===== config.mk =====
export PLATFORM = sky130hd
export DESIGN_NAME = a0_trace_fifo
export DESIGN_NICKNAME = d
export VERILOG_FILES = /design/src/rtl/a0_trace_fifo.sv
export SDC_FILE = /design/constraint.sdc
export NUM_CORES = 1
export LEC_CHECK = 0
export CORE_MARGIN = 4
export CORE_UTILIZATION = 30
export DETAILED_ROUTE_END_ITERATION = 8
export PLACE_DENSITY = 0.43
export SYNTH_ARGS = -nofsm -noshare
export SYNTH_HDL_FRONTEND = slang
export SYNTH_SLANG_ARGS = --single-unit
export TNS_END_PERCENT = 50

===== constraint.sdc =====
create_clock -name clk -period 7.6 [get_ports clk]
set_clock_uncertainty 0.15 [all_clocks]
set_input_delay 1.14 -clock clk [delete_from_list [all_inputs] [get_ports clk]]
set_output_delay 1.14 -clock clk [all_outputs]
set_load 0.01 [all_outputs]

===== src/rtl/a0_trace_fifo.sv =====
// Trace capture of the CPU a0 register: each enabled change of a0 is stored with a
// free-running cycle stamp in a first-word-fall-through FIFO drained by valid/ready.
module a0_trace_fifo #(
  parameter int unsigned DataWidth  = 32,
  parameter int unsigned Depth      = 16,
  parameter int unsigned StampWidth = 16
) (
  input  logic                         clk,
  input  logic                         rst,
  input  logic                         en_i,
  input  logic                         clear_i,
  input  logic [DataWidth-1:0]         a0_i,
  output logic                         out_valid_o,
  input  logic                         out_ready_i,
  output logic [DataWidth-1:0]         out_data_o,
  output logic [StampWidth-1:0]        out_stamp_o,
  output logic [$clog2(Depth):0]       count_o,
  output logic                         full_o,
  output logic                         empty_o,
  output logic [15:0]                  dropped_o
);

  localparam int unsigned PtrW = $clog2(Depth);
  localparam int unsigned CntW = PtrW + 1;

  logic [DataWidth-1:0]  mem_data_q  [Depth];
  logic [StampWidth-1:0] mem_stamp_q [Depth];

  logic [PtrW-1:0]       wr_ptr_q, wr_ptr_d;
  logic [PtrW-1:0]       rd_ptr_q, rd_ptr_d;
  logic [CntW-1:0]       count_q, count_d;
  logic                  full_q, full_d;
  logic                  empty_q, empty_d;
  logic [15:0]           dropped_q, dropped_d;
  logic [DataWidth-1:0]  last_a0_q, last_a0_d;
  logic [StampWidth-1:0] stamp_q, stamp_d;

  logic pop, change, push, drop;

  // A full FIFO still accepts an event when the head leaves in the same cycle.
  assign pop    = out_ready_i && !empty_q;
  assign change = en_i && (a0_i != last_a0_q);
  assign push   = change && (!full_q || pop);
  assign drop   = change && full_q && !pop;

  always_comb begin
    wr_ptr_d  = wr_ptr_q;
    rd_ptr_d  = rd_ptr_q;
    count_d   = count_q;
    dropped_d = dropped_q;
    last_a0_d = last_a0_q;
    stamp_d   = stamp_q + StampWidth'(1);

    if (push) wr_ptr_d = wr_ptr_q + PtrW'(1);
    if (pop)  rd_ptr_d = rd_ptr_q + PtrW'(1);
    if (push && !pop) begin
      count_d = count_q + CntW'(1);
    end else if (pop && !push) begin
      count_d = count_q - CntW'(1);
    end
    if (drop && (dropped_q != 16'hFFFF)) dropped_d = dropped_q + 16'd1;
    if (en_i) last_a0_d = a0_i;

    if (clear_i) begin
      wr_ptr_d  = '0;
      rd_ptr_d  = '0;
      count_d   = '0;
      dropped_d = '0;
      last_a0_d = '0;
      stamp_d   = '0;
    end

    full_d  = (count_d == CntW'(Depth));
    empty_d = (count_d == '0);
  end

  always_ff @(posedge clk or posedge rst) begin
    if (rst) begin
      wr_ptr_q  <= '0;
      rd_ptr_q  <= '0;
      count_q   <= '0;
      full_q    <= 1'b0;
      empty_q   <= 1'b1;
      dropped_q <= '0;
      last_a0_q <= '0;
      stamp_q   <= '0;
    end else begin
      wr_ptr_q  <= wr_ptr_d;
      rd_ptr_q  <= rd_ptr_d;
      count_q   <= count_d;
      full_q    <= full_d;
      empty_q   <= empty_d;
      dropped_q <= dropped_d;
      last_a0_q <= last_a0_d;
      stamp_q   <= stamp_d;
    end
  end

  always_ff @(posedge clk) begin
    if (push && !clear_i) begin
      mem_data_q[wr_ptr_q]  <= a0_i;
      mem_stamp_q[wr_ptr_q] <= stamp_q;
    end
  end

  // Head is driven from registered state only; out_ready_i never reaches these outputs.
  assign out_valid_o = !empty_q;
  assign out_data_o  = empty_q ? '0 : mem_data_q[rd_ptr_q];
  assign out_stamp_o = empty_q ? '0 : mem_stamp_q[rd_ptr_q];
  assign count_o     = count_q;
  assign full_o      = full_q;
  assign empty_o     = empty_q;
  assign dropped_o   = dropped_q;

endmodule

* Word-level counts from Yosys, hierarchy flattened *
Memories as Yosys holds them, arrays and structs flattened.
Cells that the tools add are included.

word-level totals
  flip-flop bits (word level) = 79
  input bits = 37
  bits in writable memories = 768
  output and inout bits = 72
  memories kept = 2

memory list
  name         words  bits a word  read ports  clocked after Yosys merged registers in  write ports  RTL line  RTL
  mem_data_q   16     32           1           0                                        1            26        logic [DataWidth-1:0] mem_data_q [Depth];
  mem_stamp_q  16     16           1           0                                        1            27        logic [StampWidth-1:0] mem_stamp_q [Depth];

cells by class
  add/sub/neg operators = 6
  mux-type cells = 16
  equality and inequality tests = 3
  reductions and logical operators = 20

operators with widths
  kind                     number
  $mux W32                 3
  $mux W16                 4
  $add A16 B1 Y16 const B  2
  $ne A32 B32 Y1           1
  $mux W4                  4
  $ne A16 B16 Y1 const B   1
  $mux W5                  3
  $logic_and A1 B1 Y1      9
  $add A4 B1 Y4 const B    2
  $reduce_bool A2 Y1       4
  $add A5 B1 Y5 const B    1
  $eq A5 B5 Y1 const B     1
  $logic_not A1 Y1         5
  $logic_not A5 Y1         1
  $sub A5 B1 Y5 const B    1
  $mux W1                  2
  $logic_or A1 B1 Y1       1

* Depth between registers and ports, before layout *
  depth after elaboration = 10
  depth in mapped cells = 9
  gate-level depth less buffers = 8

* Least setup slack after synthesis *
OpenSTA, ideal clock, no wires.

  kind = input to register
  start point = in a0_i[12]
  end point = mem mem_data_q[3][0] (enable)
  required time = 6937 ps
  arrival = 5488 ps
  setup time = 513 ps
  stages = 9
  path buffers = 1
  path slack = 1449 ps
  cells stage by stage = xnor2_1 > nand4_1 > nor4_2 > a21boi_2 > buf_6 > nand2_1 > nor2_1 > nand2_1 > nor3_1

between the ends
  cells in the longest elaborated chain, start to end = 6

ends and longest elaborated chain
  element                        RTL line  RTL
  start, declared                12        input logic [DataWidth-1:0] a0_i,
  $ne A32 B32 Y1                 42        assign change = en_i && (a0_i != last_a0_q);
  $logic_and A1 B1 Y1            42
  $logic_and A1 B1 Y1            43        assign push = change && (!full_q || pop);
  $logic_and A1 B1 Y1            100       if (push && !clear_i) begin
  $mux W1                        100
  $mux W1 (not written as such)  101       mem_data_q[wr_ptr_q] <= a0_i;
  end, declared                  26

No other way between the ends.

* Worst setup path after layout *
  start point = reg rd_ptr_q[0]
  end point = out out_stamp_o[13]

between the ends
  cells in the longest elaborated chain, start to end = 2

ends and longest elaborated chain
  element                 RTL line  RTL
  start, declared         30        logic [PtrW-1:0] rd_ptr_q, rd_ptr_d;
  start signal, assigned  89        rd_ptr_q <= rd_ptr_d;
  $mem_v2 Z16 W16         -
  $mux W16                109       assign out_stamp_o = empty_q ? '0 : mem_stamp_q[rd_ptr_q];
  end, declared           16        output logic [StampWidth-1:0] out_stamp_o,

No other way between the ends.

==> results.sh <==
export IMPL_clkPwrFrac_pct=40.8
export IMPL_p_per_area_nw_per_um2=291
export IMPL_slew_headroom_pct=24.7
export IMPL_switchingPower_w=0.00265
export IMPL_holdWs_ps=392
export IMPL_clock_latency_ps=650
export IMPL_slew_violations=0
export IMPL_dp_slack_ps=1500
export IMPL_hold_violations=0
export IMPL_mostFrequentLayoutCell="edfxtp_1"
export IMPL_avgSynthCellArea_um2=21.5
export IMPL_cts_root_buf="clkbuf_16"
export IMPL_die_w_um=340
export IMPL_final_cell_mix="768 x edfxtp_1, 240 x mux4_2, 106 x clkdlybuf4s50_1"
export IMPL_end_kind="output port"
export IMPL_pin_count=109
export IMPL_hpwl_mm=44.6
export IMPL_rows=121
export IMPL_cts_buffer_depth=3
export IMPL_start_util_pct=30.3
export IMPL_yosys_warnings=0
export IMPL_synthesis_area_um2=33200
export IMPL_grt_max_degree=80
export IMPL_vias_per_cell=4.71
export IMPL_fin_setup_tns_ps=0
export IMPL_syn_to_final_growth_pct=19.3
export IMPL_clk_pin_slew_ps=60
export IMPL_dr_first_iter_drc_count=879
export IMPL_cp_max_fo=39
export IMPL_cts_buffers=94
export IMPL_pwr_share_comb_pct=13.7
export IMPL_p_int_w=0.00885
export IMPL_htreeDepth=3
export IMPL_cts_setup_buffers=0
export IMPL_worst_pin_slew_ps=1130
export IMPL_mappedNetlistNets=1587
export IMPL_critPathKind="reg -> out"
export IMPL_post_route_period_util_pct=72.2
export IMPL_status="complete, no violations"
export IMPL_wl_per_cell_um=24.5
export IMPL_cts_tree="done"
export IMPL_core_area_um2=109000
export IMPL_dr_pass1_iters=4
export IMPL_setup_ws_ps=2110
export IMPL_seqCellArea_um2=25100
export IMPL_drc=0
export IMPL_drive_above_1_share_pct=25.3
export IMPL_cts_sinks=847
export IMPL_fill_cells=10100
export IMPL_multi_input_area_um2=7870
export IMPL_hp_class="reg -> reg"
export IMPL_arrival_ps=4200
export IMPL_worstPathRequired_ps=6310
export IMPL_ctsResizeCount=0
export IMPL_die_area_um2=116000
export IMPL_rsz0062_at_grt="no"
export IMPL_place_gp_congestion=0.697
export IMPL_antenna_found_initial=1
export IMPL_max_clock_freq_ghz=0.182
export IMPL_port_buffers=108
export IMPL_irDropWorstVdd_uv=221
export IMPL_fin_nets=1757
export IMPL_leakage_nw=12.4
export IMPL_ys_seq_elements=847
export IMPL_drtAntennaViolNets=0
export IMPL_ys_seq_area_share_pct=75.5
export IMPL_grt_overflow=0
export IMPL_period_needed_ps=5490
export IMPL_synthCells=1541
export IMPL_sw_frac_of_total_pct=23.1
export IMPL_cts_hold_buf=0
export IMPL_vias=15400
export IMPL_grt_pass1_vias=17100
export IMPL_cp_start_kind="flop"
export IMPL_p_seq_share_pct=45.5
export IMPL_finalSetupViolCount=0
export IMPL_cap_violations=0
export IMPL_grt_total_usage_pct=13.9
export IMPL_wl_mm=80.1
export IMPL_die_y_um=340
export IMPL_grt_pass1_wl_mm=119
export IMPL_synth_distinct_cells=35
[power groups by stage]
stage               logic, W  clock network (W)  registers [W]
floorplan            0.00102                  0        0.00527
global placement     0.00164                  0        0.00533
detailed placement   0.00164                  0        0.00533
CTS                  0.00165            0.00484        0.00524
global route         0.00171            0.00504        0.00525
finish               0.00158            0.00469        0.00523
[registers in the layout (all words and copies together), names as in the netlist]
register     flops
dropped_o       16
stamp_q         16
mem_data_q     512
full_o           1
mem_stamp_q    256
wr_ptr_q         4
last_a0_q       32
empty_o          1
rd_ptr_q         4
count_o          5
[cells in the mapped netlist (all sizes together)]
cell type | number | area, um^2
nand2b | 2 | 12.5
a2111o | 2 | 22.5
xor2 | 13 | 114
a21oi | 11 | 55.1
mux2i | 36 | 360
mux2 | 2 | 22.5
a21boi | 1 | 11.3
nor2 | 84 | 315
o211ai | 1 | 7.51
dfstp | 1 | 26.3
xnor2 | 49 | 429
nor3b | 2 | 20.0
mux4 | 240 | 5410
dfrtp | 78 | 1950
and4 | 4 | 35.0
nand4 | 17 | 106
or3b | 1 | 8.76
edfxtp | 768 | 23100
and2 | 50 | 313
nand3 | 16 | 80.1
inv | 11 | 41.3
nand2 | 27 | 101
o21ai | 7 | 35.0
nor4 | 6 | 50.0
a31oi | 1 | 6.26
nor2b | 3 | 18.8
clkbuf | 54 | 203
or3 | 7 | 43.8
buf | 24 | 120
nor3 | 14 | 70.1
ha | 9 | 113
[routing by layer]
metal / wire length [um] / part of all wire (%) / vias to the layer above / track usage, %
met5: 0 / 0 / - / 0
met2: 39700 / 50 / 259 / 23.4
met3: 2780 / 3.5 / 101 / 2.19
met1: 36200 / 45 / 8349 / 19.0
met4: 1450 / 1.8 / 0 / 3.48
li1: - / - / 6675 / -
[final timing paths]
check	startpoint	to	slack, ps	cells after the start
max in group asynchronous	rst	rd_ptr_q[3]	5370	3
min in group asynchronous	rst	dropped_o[5]	680	2
hold reg to reg	last_a0_q[14]	last_a0_q[14]	390	2
setup / recovery	rd_ptr_q[0]	out_stamp_o[13]	2110	5
hold / removal	last_a0_q[14]	last_a0_q[14]	390	2
setup reg to reg	last_a0_q[21]	mem_data_q[9][30]	3280	9
[metrics by stage]
step	area [um^2]	cells	util [%]	power [W]
after floorplan	33200	1541	-	0.00630
final	39600	3266	36.2	0.0115
after global placement	36400	3091	33.3	0.00697
after detailed placement	36400	3091	33.3	0.00697
after global routing	39600	3264	36.2	0.0120
after CTS	39600	3264	36.2	0.0117
[final cells by class]
class	instances	area share [%]
multi-input combinational	605	19.9
tap	1476	4.67
clock inverter	53	1.63
timing repair buffer	152	3.90
clock buffer	120	6.46
antenna	2	0.0127
sequential	847	63.3
inverter	11	0.111
[cells by family after synthesis]
kind of cell,after synthesis,synth area share (%)
xor gates and xnor gates,62,1.64
muxes,278,17.5
buffers and inverters,89,1.10
AOI/OAI and AO/OA,23,0.415
and+or+nand+nor,233,3.54
DFF,847,75.5
adders and majority gates,9,0.340
[worst max-delay path, stage by stage, from the launching register on]
cell and delay [ps]:
dfrtp_4 900, buf_4 770, mux4_2 660, mux4_2 520, and2_1 180, clkdlybuf4s50_1 470
(Power assumes the default switching activity.)
